<file path="config.mk">
export PLATFORM = sky130hd
export DESIGN_NAME = uart_frame_rx
export DESIGN_NICKNAME = d
export VERILOG_FILES = /design/src/rtl/uart_frame_rx.sv
export SDC_FILE = /design/constraint.sdc
export NUM_CORES = 1
export LEC_CHECK = 0
export CAP_MARGIN = 20
export CORE_UTILIZATION = 41
export DETAILED_ROUTE_END_ITERATION = 10
export GPL_ROUTABILITY_DRIVEN = 0
export GPL_TIMING_DRIVEN = 0
export SYNTH_ARGS = -nofsm -noshare
export SYNTH_HDL_FRONTEND = slang
export SYNTH_SLANG_ARGS = --single-unit
</file>
<file path="constraint.sdc">
create_clock -name clk -period 2.51 [get_ports clk]
set_input_delay 0.502 -clock clk [delete_from_list [all_inputs] [get_ports clk]]
set_output_delay 0.502 -clock clk [all_outputs]
set_load 0.02 [all_outputs]
</file>
<file path="src/rtl/uart_frame_rx.sv">
// uart_frame_rx: parses SOF/LEN/payload[/CHECKSUM] frames from the UART
// receiver byte strobe, buffers the payload, and releases it as a
// valid/ready stream once the frame validates. Errors pulse err_tick.
// Optional feature macro: UART_FRAME_CSUM_EN (checksum byte and err 1).
module uart_frame_rx #(
  parameter int unsigned     DBIT     = 8,
  parameter logic [DBIT-1:0] SOF      = DBIT'(8'hA5),
  parameter int unsigned     MAX_LEN  = 16,
  parameter int unsigned     TO_TICKS = 320
) (
  input  logic            clk,
  input  logic            reset_n,
  input  logic            rx_done_tick,
  input  logic [DBIT-1:0] rx_dout,
  input  logic            s_tick,
  output logic            out_valid,
  output logic [DBIT-1:0] out_data,
  output logic            out_last,
  input  logic            out_ready,
  output logic            err_tick,
  output logic [1:0]      err_code,
  output logic            busy
);

  localparam int unsigned LW = $clog2(MAX_LEN + 1);
  localparam int unsigned IW = (MAX_LEN > 1) ? $clog2(MAX_LEN) : 1;
  localparam int unsigned TW = $clog2(TO_TICKS + 1);

  localparam logic [TW-1:0]   TO_LAST   = TW'(TO_TICKS - 1);
  localparam logic [DBIT-1:0] MAX_LEN_B = DBIT'(MAX_LEN);

  localparam logic [2:0] ST_IDLE    = 3'd0;
  localparam logic [2:0] ST_LEN     = 3'd1;
  localparam logic [2:0] ST_PAYLOAD = 3'd2;
  localparam logic [2:0] ST_DELIVER = 3'd3;
`ifdef UART_FRAME_CSUM_EN
  localparam logic [2:0] ST_CSUM    = 3'd4;
  localparam logic [1:0] ERR_CSUM   = 2'd1;
`endif

  localparam logic [1:0] ERR_LEN     = 2'd0;
  localparam logic [1:0] ERR_TIMEOUT = 2'd2;
  localparam logic [1:0] ERR_OVERRUN = 2'd3;

  logic [2:0]      state_q,  state_d;
  logic [LW-1:0]   len_q,    len_d;
  logic [LW-1:0]   wr_idx_q, wr_idx_d;
  logic [LW-1:0]   rd_idx_q, rd_idx_d;
  logic [TW-1:0]   to_cnt_q, to_cnt_d;
`ifdef UART_FRAME_CSUM_EN
  logic [DBIT-1:0] sum_q,    sum_d;
`endif
  logic [DBIT-1:0] mem_q [MAX_LEN];
  logic [DBIT-1:0] mem_d [MAX_LEN];

  logic            out_valid_q, out_valid_d;
  logic [DBIT-1:0] out_data_q,  out_data_d;
  logic            out_last_q,  out_last_d;
  logic            err_tick_q,  err_tick_d;
  logic [1:0]      err_code_q,  err_code_d;
  logic            busy_q,      busy_d;
  logic            parsing;

  // Next-state, datapath and registered-output computation
  always_comb begin
    state_d    = state_q;
    len_d      = len_q;
    wr_idx_d   = wr_idx_q;
    rd_idx_d   = rd_idx_q;
    to_cnt_d   = to_cnt_q;
`ifdef UART_FRAME_CSUM_EN
    sum_d      = sum_q;
`endif
    mem_d      = mem_q;
    err_tick_d = 1'b0;
    err_code_d = err_code_q;
    parsing    = 1'b0;

    case (state_q)
      ST_IDLE: begin
        to_cnt_d = '0;
        if (rx_done_tick && rx_dout == SOF) begin
          state_d = ST_LEN;
        end
      end

      ST_LEN: begin
        parsing = 1'b1;
        if (rx_done_tick) begin
          to_cnt_d = '0;
          if (rx_dout == '0 || rx_dout > MAX_LEN_B) begin
            err_tick_d = 1'b1;
            err_code_d = ERR_LEN;
            state_d    = ST_IDLE;
          end else begin
            len_d    = LW'(rx_dout);
            wr_idx_d = '0;
            rd_idx_d = '0;
`ifdef UART_FRAME_CSUM_EN
            sum_d    = rx_dout;
`endif
            state_d  = ST_PAYLOAD;
          end
        end
      end

      ST_PAYLOAD: begin
        parsing = 1'b1;
        if (rx_done_tick) begin
          to_cnt_d                    = '0;
          mem_d[wr_idx_q[IW-1:0]]     = rx_dout;
          wr_idx_d                    = wr_idx_q + LW'(1);
`ifdef UART_FRAME_CSUM_EN
          sum_d                       = sum_q + rx_dout;
          if (wr_idx_q == len_q - LW'(1)) state_d = ST_CSUM;
`else
          if (wr_idx_q == len_q - LW'(1)) state_d = ST_DELIVER;
`endif
        end
      end

`ifdef UART_FRAME_CSUM_EN
      ST_CSUM: begin
        parsing = 1'b1;
        if (rx_done_tick) begin
          to_cnt_d = '0;
          if (rx_dout == sum_q) begin
            state_d = ST_DELIVER;
          end else begin
            err_tick_d = 1'b1;
            err_code_d = ERR_CSUM;
            state_d    = ST_IDLE;
          end
        end
      end
`endif

      ST_DELIVER: begin
        to_cnt_d = '0;
        // Bytes arriving while the buffer drains are dropped, never parsed
        if (rx_done_tick) begin
          err_tick_d = 1'b1;
          err_code_d = ERR_OVERRUN;
        end
        if (out_valid_q && out_ready) begin
          rd_idx_d = rd_idx_q + LW'(1);
          if (out_last_q) state_d = ST_IDLE;
        end
      end

      default: begin
        state_d  = ST_IDLE;
        to_cnt_d = '0;
      end
    endcase

    // Inter-byte timeout; a byte in the same cycle as the final tick wins
    if (parsing && !rx_done_tick && s_tick) begin
      if (to_cnt_q == TO_LAST) begin
        to_cnt_d   = '0;
        state_d    = ST_IDLE;
        err_tick_d = 1'b1;
        err_code_d = ERR_TIMEOUT;
      end else begin
        to_cnt_d = to_cnt_q + TW'(1);
      end
    end

    // Stream outputs look ahead at the next state so they are registered
    out_valid_d = (state_d == ST_DELIVER);
    out_last_d  = out_valid_d && (rd_idx_d == len_q - LW'(1));
    out_data_d  = out_valid_d ? mem_d[rd_idx_d[IW-1:0]] : '0;
    busy_d      = (state_d != ST_IDLE);
  end

  // Control and output registers
  always_ff @(posedge clk or negedge reset_n) begin
    if (!reset_n) begin
      state_q     <= ST_IDLE;
      len_q       <= '0;
      wr_idx_q    <= '0;
      rd_idx_q    <= '0;
      to_cnt_q    <= '0;
`ifdef UART_FRAME_CSUM_EN
      sum_q       <= '0;
`endif
      out_valid_q <= 1'b0;
      out_data_q  <= '0;
      out_last_q  <= 1'b0;
      err_tick_q  <= 1'b0;
      err_code_q  <= '0;
      busy_q      <= 1'b0;
    end else begin
      state_q     <= state_d;
      len_q       <= len_d;
      wr_idx_q    <= wr_idx_d;
      rd_idx_q    <= rd_idx_d;
      to_cnt_q    <= to_cnt_d;
`ifdef UART_FRAME_CSUM_EN
      sum_q       <= sum_d;
`endif
      out_valid_q <= out_valid_d;
      out_data_q  <= out_data_d;
      out_last_q  <= out_last_d;
      err_tick_q  <= err_tick_d;
      err_code_q  <= err_code_d;
      busy_q      <= busy_d;
    end
  end

  // Payload buffer, intentionally left without reset
  always_ff @(posedge clk) begin
    mem_q <= mem_d;
  end

  assign out_valid = out_valid_q;
  assign out_data  = out_data_q;
  assign out_last  = out_last_q;
  assign err_tick  = err_tick_q;
  assign err_code  = err_code_q;
  assign busy      = busy_q;

endmodule

</file>
==> metrics.md <==
| Metric | Value |
|---|---|
| Status | complete, but fails checks |
| Failing checks | setup timing |
| Chip width | ~140 um |
| Sw Share | 23.81% |
| Slowest-stage cell, CP | o311ai_1 |
| Aggregate global routing overflow | 0 |
| Top cells by area, synth | dfxtp_1 (32%), mux2_2 (13%), dfrtp_1 (13%) |
| Top FF cell, synth | dfxtp_1 |
| F_max | ~0.37 GHz |
| Area Growth Syn to Fin | 24.04% |
| CTS HTree Levels | 4 |
| Vias/cell | 5.825 |
| CP Buf/Inv Count | 3 |
| Yosys top cell area share | a little under a third |
| Count of different cell masters after synthesis | 58 |
| Yosys top cell by area | dfxtp_1 |
| Max-Cap Viols | 0 |
| Num Clock Sinks | between 150 and 200 |
| Maximum vdd ir drop | between 0.3 and 0.4 mV |
| Worst-path clk slew | 0.07 ns |
| Routed wire length | 23.96 mm |
| Hpwl dp | around 16 mm |
| Starting density of the core | 42.42% |
| Delay-heaviest family, CP | compound AO/OA/AOI/OAI gates |
| Maximum buffer depth of the clock tree | 2 |
| Sw Pwr | approximately 1.4 mW |
| Die Height | 142.0 um |
| Utilization after layout | 52.61% |
| Slew @ Worst Pin | slightly below 0.7 ns |
| Cell Area, Synth | 0.008040 mm2 |
| Hold_ws | 0.3730 ns |
| # DRC | 0 |
| Initial antenna violation count | 0 |
| Crit path capture type | register |
| Die area | approximately 0.02 mm2 |
| I/O Pins | 27 |
| Post-synth EDFFs | 0 |
| Clock power frac | a little under half |
| Cell Int Power | 4.335 mW |
| Largest net degree at the start of global routing | 36 |
| CTS Root Cell | clkbuf_16 |
| Ys async rst share | 24.26% |
| IO Port Bufs | 22 |
| Worst skew pair latency | 0.43 ns |
| Inst Count DP | 1123 |
| CP Max Fanout | 10 |
| Relative slew slack | a little over half |
| Hold Violations, Final | 0 |
| Critical path cell sequence | buf_4 > nor4_4 > mux2i_4 > o22ai_4 > buf_4 > clkbuf_4 > o311ai_1 > a221o_1 > nand4_1 |
| Pleak | 4.015 nW |
| Pre-Repair DR Iteration Count | 7 |
| DRT antenna net count | 0 |
| Mean post-synth cell area | roughly 9.6 um2 |
| # rows | 50 |
| Tot GR Track Use | about a quarter |
| Pwr/cell area | 570.5 mW/mm2 |
| Final Slew Violations | 0 |
| Combinational share of power | 6.3% |
| Synth warn | 0 |
| Setup Crit Path Kind | in2reg |
| CTS buffer count | 17 |
| Critical Path AT | 2.98 ns |
| Startpoint types | primary input |
| Core Area | ~0.019 mm2 |
| CTS tree | built |
| First-pass GRT wire length | 37.05 mm |
| Flop pwr share | 47.7% |
| Fin crit share | 108.1% |
| RSZ-0062 raised after global routing | true |
| Routed WL per cell | 20.41 um |
| Final Skew | 0.01127 ns |
| Vias in the first global route | 6541 |
| Setup ws final | -0.2041 ns |
| Minimum clock period | 2.714 ns |
| HP Class | in2reg |
| Mapped Cells | 840 |
| Sequential cell area fraction in the yosys report | roughly 45% |
| Nets | approximately 920 |
| Share of cells above drive strength 1 | 30.63% |
| Vias | about 6.8k |
| Syn_nets | 860 |
| Number of diodes | 0 |
| Most used cell, CP | buf_4 |
| Yosys reg bits | 169 |
| Worst Path Required | 2.77 ns |
| Max stage delay on crit path | approximately 0.53 ns |
| Finished Layout Cells | roughly 1.2k |
| Initial detailed-routing violation count | 551 |
| # setup viols final | 8 |
path summary, 6_finish.rpt:
path / startpoint / endpoint / slack, ns / cells past startpoint
worst max-delay path: rx_dout[3] / out_data[1]$_DFF_PN0_ / -0.20 / 9
worst min-delay path: rx_dout[0] / mem_q[0]$_DFF_P_ / 0.37 / 2
worst max register to register: state_q[2]$_DFF_PN0_ / out_data[4]$_DFF_PN0_ / -0.18 / 11
worst min register to register: mem_q[46]$_DFF_P_ / mem_q[46]$_DFF_P_ / 0.45 / 2
max in group asynchronous: reset_n / wr_idx_q[2]$_DFFE_PN0P_ / 1.58 / 3
min in group asynchronous: reset_n / out_data[2]$_DFF_PN0_ / 0.46 / 2
Yosys cell counts (8+ instances only):
master / number
a21oi_1: 23
mux2i_1: 13
clkbuf_1: 40
mux2_2: 95
buf_2: 18
nand3_1: 12
xnor2_1: 12
dfrtp_1: 41
nand2_1: 83
o21ai_0: 63
nor2_1: 31
or3_1: 45
a221o_1: 8
nor3_1: 62
dfxtp_1: 128
inv_1: 14
o311ai_0: 42
nand4_1: 13
cells in the final DEF (no fill, tap or decap), drive strengths merged, types with 16 or more instances in the layout:
| cell | synthesis | final |
|---|---|---|
| nor3 | 62 | 62 |
| o21ai | 65 | 65 |
| o311ai | 45 | 45 |
| mux2 | 95 | 95 |
| nor2 | 31 | 31 |
| inv | 17 | 18 |
| nand2 | 83 | 83 |
| clkbuf | 40 | 56 |
| a21oi | 23 | 23 |
| or3 | 45 | 45 |
| dfxtp | 128 | 128 |
| clkdlybuf4s50 | 0 | 16 |
| buf | 25 | 53 |
| dfrtp | 41 | 41 |
worst register-to-register path, cell delays in order (launching register included):
cell	delay, ns
dfrtp_2	0.44
nand3b_1	0.25
o21a_2	0.28
o22ai_4	0.28
inv_2	0.08
buf_6	0.16
buf_4	0.20
or3_1	0.33
o311ai_1	0.11
a21oi_1	0.13
o21ai_1	0.13
nand4_1	0.15
power groups by stage:
stage / Sequential (mW) / Clock [mW] / Combinational, mW
after floorplan: 2.77 / 0 / 0.165
after global placement: 2.77 / 0 / 0.300
after detailed placement: 2.77 / 0 / 0.301
after CTS: 2.72 / 2.66 / 0.341
after global routing: 2.72 / 2.78 / 0.380
final: 2.72 / 2.62 / 0.358
logic make-up (layout without fill, tap and decap cells):
group | after synthesis | in the layout | synth area share (%)
buffers and inverters | 82 | 156 | 4.746
and+or+nand+nor | 288 | 288 | 18.21
muxes | 109 | 109 | 15.09
other | 1 | 1 | 0.04664
adders and majority gates | 7 | 7 | 1.089
DFF | 169 | 169 | 44.63
xor gates and xnor gates | 18 | 18 | 1.961
AOI/OAI and AO/OA | 166 | 166 | 14.22
repair_timing:
item	CTS	global route
hold buffers	1	0
setup endpoints to repair	105	9
endpoints found under the hold margin	6	0
setup buffers	19	5
pin swaps	39	16
gates cloned	1	0
gates resized for setup	172	23
final cells by class:
cell class	instances	area [um2]
multi-input cells	589	4542
well taps	260	325.3
flip-flops and latches	169	3592
clock inverters	9	87.58
inverters	17	71.32
repair buffers	49	455.4
clock buffers	23	499.2
fillers	1745	8982
plain buffers	58	400.4
per-stage QoR:
step,setup TNS [ns],total power [mW],setup slack [ns],area (um2)
after floorplan,-0.4885,2.938,-0.06450,8082
after CTS,-0.5892,5.716,-0.08856,9861
after global routing,-1.621,5.876,-0.2294,9973
final,-1.090,5.689,-0.2041,9973
after global placement,-94.59,3.073,-1.681,8627
after detailed placement,-83.59,3.074,-1.717,8642
sequential cells by signal, indices dropped and copies added (netlist names), 2 cells and up:
| name | flops |
|---|---|
| mem_q | 128 |
| to_cnt_q | 9 |
| out_data | 8 |
| len_q | 5 |
| rd_idx_q | 5 |
| wr_idx_q | 5 |
| state_q | 3 |
| err_code | 2 |
layer usage:
| layer | vias to the layer above | GRT usage (%) | share of wire [%] |
|---|---|---|---|
| li1 | 3212 | - | - |
| met5 | - | 0 | 0 |
| met2 | 239 | 38.44 | 46 |
| met3 | 54 | 4.206 | 5.5 |
| met1 | 3334 | 33.14 | 45 |
| met4 | 0 | 12.05 | 3.7 |
(Power assumes the default switching activity.)
